<file path="src/rtl/queue_ctrl_4x4b_if.sv">
// queue_ctrl_4x4b_if: handshake and register-file signals of the 4x4b queue control stage
//   enq_val/enq_rdy/enq_data : producer handshake and payload
//   deq_val/deq_rdy/deq_data : consumer handshake and payload
//   rf_wen/rf_waddr/rf_wdata : register file write port
//   rf_raddr/rf_rdata        : register file read port (combinational read)
//   count                    : occupancy 0..4
//   master = queue controller side, slave = producer/consumer/register file side
interface queue_ctrl_4x4b_if;
    logic       enq_val;
    logic       enq_rdy;
    logic [3:0] enq_data;
    logic       deq_val;
    logic       deq_rdy;
    logic [3:0] deq_data;
    logic       rf_wen;
    logic [1:0] rf_waddr;
    logic [3:0] rf_wdata;
    logic [1:0] rf_raddr;
    logic [3:0] rf_rdata;
    logic [2:0] count;
    modport master (
        input  enq_val, enq_data, deq_rdy, rf_rdata,
        output enq_rdy, deq_val, deq_data, rf_wen, rf_waddr, rf_wdata, rf_raddr, count
    );
    modport slave (
        output enq_val, enq_data, deq_rdy, rf_rdata,
        input  enq_rdy, deq_val, deq_data, rf_wen, rf_waddr, rf_wdata, rf_raddr, count
    );
endinterface

</file>
<file path="src/rtl/queue_ctrl_4x4b.sv">
// queue_ctrl_4x4b: pointer/occupancy control for a 4-entry 4-bit FIFO over an external register file
//   clk, rst : clock and synchronous active-high reset
//   q        : queue_ctrl_4x4b_if.master (enq/deq handshakes, register file ports, count)
//   QUEUE_CTRL_4X4B_BYPASS_EN : when defined, an empty queue passes enq_data straight to deq_data
module queue_ctrl_4x4b (
    input logic             clk,
    input logic             rst,
    queue_ctrl_4x4b_if.master q
);
    logic [1:0] wptr;
    logic [1:0] rptr;
    logic [2:0] cnt;
    logic       byp;
    logic       enq_fire;
    logic       deq_fire;
`ifdef QUEUE_CTRL_4X4B_BYPASS_EN
    assign byp = !rst && cnt == 3'd0 && q.enq_val && q.deq_rdy;
`else
    assign byp = 1'b0;
`endif
    assign q.enq_rdy  = !rst && cnt != 3'd4;
    assign q.deq_val  = (!rst && cnt != 3'd0) || byp;
    assign q.deq_data = byp ? q.enq_data : q.rf_rdata;
    // a bypassed transfer touches neither the register file nor any state
    assign enq_fire   = q.enq_val && q.enq_rdy && !byp;
    assign deq_fire   = q.deq_val && q.deq_rdy && !byp;
    assign q.rf_wen   = enq_fire;
    assign q.rf_waddr = wptr;
    assign q.rf_wdata = q.enq_data;
    assign q.rf_raddr = rptr;
    assign q.count    = cnt;
    always_ff @(posedge clk) begin
        if (rst) begin
            wptr <= 2'd0;
            rptr <= 2'd0;
            cnt  <= 3'd0;
        end else begin
            wptr <= wptr + {1'b0, enq_fire};
            rptr <= rptr + {1'b0, deq_fire};
            cnt  <= cnt + {2'b0, enq_fire} - {2'b0, deq_fire};
        end
    end
endmodule

</file>
<file path="src/flat_wrapper.sv">
// flat-port wrapper written by rule: the top's interface ports become plain ports
module queue_ctrl_4x4b_flat 
  (clk, rst, q_enq_val, q_enq_data, q_deq_rdy, q_rf_rdata, q_enq_rdy, q_deq_val, q_deq_data, q_rf_wen, q_rf_waddr, q_rf_wdata, q_rf_raddr, q_count);
  queue_ctrl_4x4b_if q_i ();
  input logic clk;
  input logic rst;
  input wire logic [$bits(q_i.enq_val)-1:0] q_enq_val;
  input wire logic [$bits(q_i.enq_data)-1:0] q_enq_data;
  input wire logic [$bits(q_i.deq_rdy)-1:0] q_deq_rdy;
  input wire logic [$bits(q_i.rf_rdata)-1:0] q_rf_rdata;
  output wire logic [$bits(q_i.enq_rdy)-1:0] q_enq_rdy;
  output wire logic [$bits(q_i.deq_val)-1:0] q_deq_val;
  output wire logic [$bits(q_i.deq_data)-1:0] q_deq_data;
  output wire logic [$bits(q_i.rf_wen)-1:0] q_rf_wen;
  output wire logic [$bits(q_i.rf_waddr)-1:0] q_rf_waddr;
  output wire logic [$bits(q_i.rf_wdata)-1:0] q_rf_wdata;
  output wire logic [$bits(q_i.rf_raddr)-1:0] q_rf_raddr;
  output wire logic [$bits(q_i.count)-1:0] q_count;
  assign q_i.enq_val = q_enq_val;
  assign q_i.enq_data = q_enq_data;
  assign q_i.deq_rdy = q_deq_rdy;
  assign q_i.rf_rdata = q_rf_rdata;
  assign q_enq_rdy = q_i.enq_rdy;
  assign q_deq_val = q_i.deq_val;
  assign q_deq_data = q_i.deq_data;
  assign q_rf_wen = q_i.rf_wen;
  assign q_rf_waddr = q_i.rf_waddr;
  assign q_rf_wdata = q_i.rf_wdata;
  assign q_rf_raddr = q_i.rf_raddr;
  assign q_count = q_i.count;
  queue_ctrl_4x4b u_core (.clk(clk), .rst(rst), .q(q_i));
endmodule
</file>
<file path="config.mk">
export PLATFORM = sky130hd
export DESIGN_NAME = queue_ctrl_4x4b_flat
export DESIGN_NICKNAME = d
export VERILOG_FILES = /design/src/rtl/queue_ctrl_4x4b_if.sv /design/src/rtl/queue_ctrl_4x4b.sv /design/src/flat_wrapper.sv
export SDC_FILE = /design/constraint.sdc
export NUM_CORES = 1
export LEC_CHECK = 0
export CAP_MARGIN = 20
export CORE_AREA = 2 2 39 41
export DETAILED_ROUTE_END_ITERATION = 12
export DIE_AREA = 0 0 41 43
export PLACE_DENSITY = 0.73
export SETUP_SLACK_MARGIN = 0.5
export SLEW_MARGIN = 20
export SYNTH_ARGS = -nofsm -noshare
export SYNTH_HDL_FRONTEND = slang
export SYNTH_SLANG_ARGS = --single-unit
export TNS_END_PERCENT = 20
</file>
<file path="constraint.sdc">
create_clock -name clk -period 2.9 [get_ports clk]
set_clock_uncertainty 0.1 [all_clocks]
set_input_delay 0.58 -clock clk [delete_from_list [all_inputs] [get_ports clk]]
set_output_delay 0.58 -clock clk [all_outputs]
set_load 0.02 [all_outputs]
</file>
Word-level counts from Yosys, hierarchy flattened. Cells that the tools add are included.

Register bits after elaboration: 7. Input bits: 12. Output and inout bits: 18. Word-level logic and storage cells: 14.

$add $sub $neg: 4. Eq/ne operators: 1. Reductions and logical operators: 6.

Operators by type and width (count): $add 2x1->2 (2); $logic_and 1x1->1 (4); $add 3x1->3 (1); $ne 3x3->1 const B (1); $reduce_bool 3->1 (1); $sub 3x1->3 (1); $logic_not 1->1 (1).

Depth between registers and ports, before layout.
Depth in word-level cells: 5. Gate-level depth with buffers: 8. Depth with buffers taken out: 8.

Worst setup path before layout. Ideal clock, no wire load.

Path kind: in2reg. Start point: input rst. End point: register u_core.cnt[2], in the netlist u_core.q.count[2]. Setup time: 0.128 ns. Arrival time: 2.048 ns. Required time: 2.672 ns. Path slack: 0.625 ns. Stages: 8. Path buffers: 0. Cell sequence: nand2b_1 > a21oi_2 > xor2_1 > ha_1 > fa_1 > xnor2_1 > xnor2_1 > nor2_1.

Cells in the longest elaborated chain, start to end: 5. Elaborated cells on any way between the ends: 7. Those cells by class: add/sub: 2; reduce/logical: 5.

RTL lines: from (decl) (RTL line flat_wrapper.sv:6) `input logic rst;`; $logic_not 1->1 (RTL line queue_ctrl_4x4b.sv:21) `assign q.enq_rdy = !rst && cnt != 3'd4;`; $logic_and 1x1->1 (RTL line queue_ctrl_4x4b.sv:21); $logic_and 1x1->1 (RTL line queue_ctrl_4x4b.sv:25) `assign enq_fire = q.enq_val && q.enq_rdy && !byp;`; via q_rf_wen (RTL line flat_wrapper.sv:14) `output wire logic [$bits(q_i.rf_wen)-1:0] q_rf_wen;`; $add 3x1->3 (RTL line queue_ctrl_4x4b.sv:40) `cnt <= cnt + {2'b0, enq_fire} - {2'b0, deq_fire};`; $sub 3x1->3 (RTL line queue_ctrl_4x4b.sv:40); to (signal assigned) (RTL line queue_ctrl_4x4b.sv:40); to (decl) (RTL line queue_ctrl_4x4b.sv:12) `logic [2:0] cnt;`.

The timed path passes the listed nets, and every way through them passes these cells. A chain may end at the register's enable or synchronous reset.

Worst setup path in the final report.
Start point: input rst. End point: output q_deq_val.

Cells in the longest elaborated chain, start to end: 2.

RTL lines: $logic_not 1->1 (RTL line queue_ctrl_4x4b.sv:22) `assign q.deq_val = (!rst && cnt != 3'd0) || byp;`; $logic_and 1x1->1 (RTL line queue_ctrl_4x4b.sv:22); to (decl) (RTL line flat_wrapper.sv:12) `output wire logic [$bits(q_i.deq_val)-1:0] q_deq_val;`.

No other way between the ends.

==> results.ini <==
[timing]
hold_violations = 0
report.final.slew_viol_count = 0
tns_ps = 0
fin_crit_ps = 2547
relSlewSlack_pct = 81.26
setup_viol = 0
rsz0062_at_grt = yes
fin_crit_sh_pct = 87.84
fmax_ghz = 0.3926
worst-slew-pin-transition_ps = 276.7

[global_route]
track_usage_pct = 10.87
overflow = 0
grt_max_degree = 11
antenna_found_initial = 0
grt_pass1_vias = 273
grt_pass1_wl_um = 1179

[die]
die_area_um2 = 1763
start_util_pct = 29.11
core_um2 = 1384
rows = 14
boundaryPins = 30
die_h_um = 43
die_w_um = 41

[logic_synthesis]
ys_warn_count = 0
synth.distinct_cells = 16
ys_ff_latch = 7
syn_avg_cell_area_um2 = 9.369
postSynthCellCount = 43
syn_area_um2 = 402.9
yosysSeqAreaShare_pct = 34.78
syn_nets = 58

[critical_path]
path_class = in -> out
endpoint_kind = output pin
worstPathMaxFanout = 10
startpoint_type = primary input
arrival_ps = 1870
crit_required_ps = 2220
r2r_slack_ps = 760

[route]
drt.antenna.violating_nets = 0
drt_wl_total_um = 679
drt-pass1-iter-count = 2
first_iter_violations = 1
routedWlPerCell_um = 9.985
drc = 0
viasPerCell = 4.426
dr_total_vias = 301

[placed_design]
hpwlAfterDp_um = 512.9
portBuffers = 13
placed_cells = 64
finalWeightedCongestion = 0.7400

[hold_path]
hold_path.class = reg -> reg

[status]
status = finished clean

[cts]
tritoncts = done
cts.sinks = 7
clk_latency_ps = 250
cts_setup_buffers = 0
clockBufferDepth = 2
path_clk_slew_ps = 50
clockRootBuffer = clkbuf_4
htree_levels = 1
cts_made_buffers = 3

[pwr]
peakVddDrop_mv = 0.2851
p_per_area_nw_per_um2 = 891.2
p_leak_nw = 0.2183

[cells_and_area]
fin_nets = 68
layout.cells.non_filler = 68
areaGrowthSynthToFinish_pct = 30.12
drive_gt1_share_pct = 11.54
n_antenna_cell = 0
fill_cells = 154

[job]
cap_violations = 0

## cell families (layout without fill, tap and decap cells)
kind of cell,Yosys count,count (layout),synth area share (%)
xor gates and xnor gates,6,6,13.05
DFF,7,7,34.78
buffers and inverters,10,19,16.77
and+or+nand+nor,13,13,15.53
adders and majority gates,3,3,11.18
AOI/OAI and AO/OA,4,4,8.695
## worst paths after layout
path,to,cells after the start,startpoint
max,q_deq_val,4,rst
min,u_core.q.rf_raddr[1],2,u_core.q.rf_raddr[1]
max reg2reg,u_core.q.count[2],8,u_core.q.count[2]
min reg2reg,u_core.q.rf_raddr[1],2,u_core.q.rf_raddr[1]
## worst max-delay path: stages
cell and delay, ps:
clkdlybuf4s50_1 410, buf_4 170, nor2_1 100, clkdlybuf4s50_1 600
## synth_stat cells
master / instances / share of area, %
xor2_1: 3 / 6.5
dfxtp_1: 7 / 35
nor3_1: 1 / 1.2
xnor2_1: 3 / 6.5
o31ai_2: 1 / 3.1
a21oi_1: 1 / 1.2
nor2b_1: 3 / 4.7
inv_1: 1 / 0.93
clkbuf_1: 1 / 0.93
o311ai_1: 1 / 2.2
nand2b_1: 2 / 3.1
ha_1: 2 / 6.2
a21oi_2: 1 / 2.2
buf_4: 8 / 15
fa_1: 1 / 5.0
nor2_1: 7 / 6.5
## repair_timing
| action | CTS | global route |
|---|---|---|
| hold endpoints to repair | 0 | 0 |
| endpoints found under the setup margin | 3 | 4 |
| cloned | 0 | 0 |
| hold buffers | 0 | 0 |
| pin swaps | 0 | 0 |
| gates resized for setup | 1 | 1 |
## state kept, by name (all words and copies together), names as in the netlist
| name | cells |
|---|---|
| u_core.q.rf_waddr | 2 |
| u_core.q.rf_raddr | 2 |
| u_core.q.count | 3 |
## layout make-up
cell class                 count  area (µm²)  area share (%)
clock buffer                   4       26.28           5.012
inverter                       1       3.754          0.7160
multi-input combinational     26       195.2           37.23
sequential                     7       140.1           26.73
tap                           16       20.02           3.819
timing repair buffer          14       138.9           26.49
## metal layers
| layer | share of wire (%) | routed length (µm) | global-route usage [%] | vias to the layer above |
|---|---|---|---|---|
| li1 | - | - | - | 152 |
| met1 | 44 | 299 | 13.59 | 136 |
| met2 | 45 | 303 | 12.19 | 11 |
| met3 | 9.9 | 67 | 4.712 | 2 |
| met4 | 1.2 | 8 | 12.00 | 0 |
| met5 | 0 | 0 | 0 | - |
## layout by cell type (no fill, tap or decap)
cell type / instances
clkbuf_1: 1
fa_1: 1
nand2b_1: 2
nor2b_1: 3
a21oi_2: 1
o31ai_2: 1
clkbuf_4: 3
dfxtp_1: 7
inv_1: 1
o311ai_1: 1
a21oi_1: 1
xor2_1: 3
nor3_1: 1
dlymetal6s2s_1: 1
dlygate4sd2_1: 1
clkdlybuf4s50_1: 11
buf_4: 1
xnor2_1: 3
nor2_1: 7
ha_1: 2
## power breakdown
| group | internal, mW | switching (mW) | leakage (nW) |
|---|---|---|---|
| combinational | 0.115 | 0.106 | 0.146 |
| sequential | 0.122 | 0.0363 | 0.0573 |
| clock | 0.0525 | 0.0355 | 0.0150 |
## stage by stage
stage	instance area, µm²	power (mW)	hold slack (ps)	setup WS, ps	utilization, %
after floorplan	402.9	0.3110	489.4	624.9	-
after global placement	496.7	0.3793	392.9	264.7	35.90
after detailed placement	496.7	0.3859	395.1	241.7	35.90
after CTS	521.8	0.4774	413.7	313.6	37.70
after global routing	524.3	0.5073	466.4	283.9	37.88
final	524.3	0.4672	405.8	352.7	37.88
Note: power is estimated with default switching activity, not from simulation.
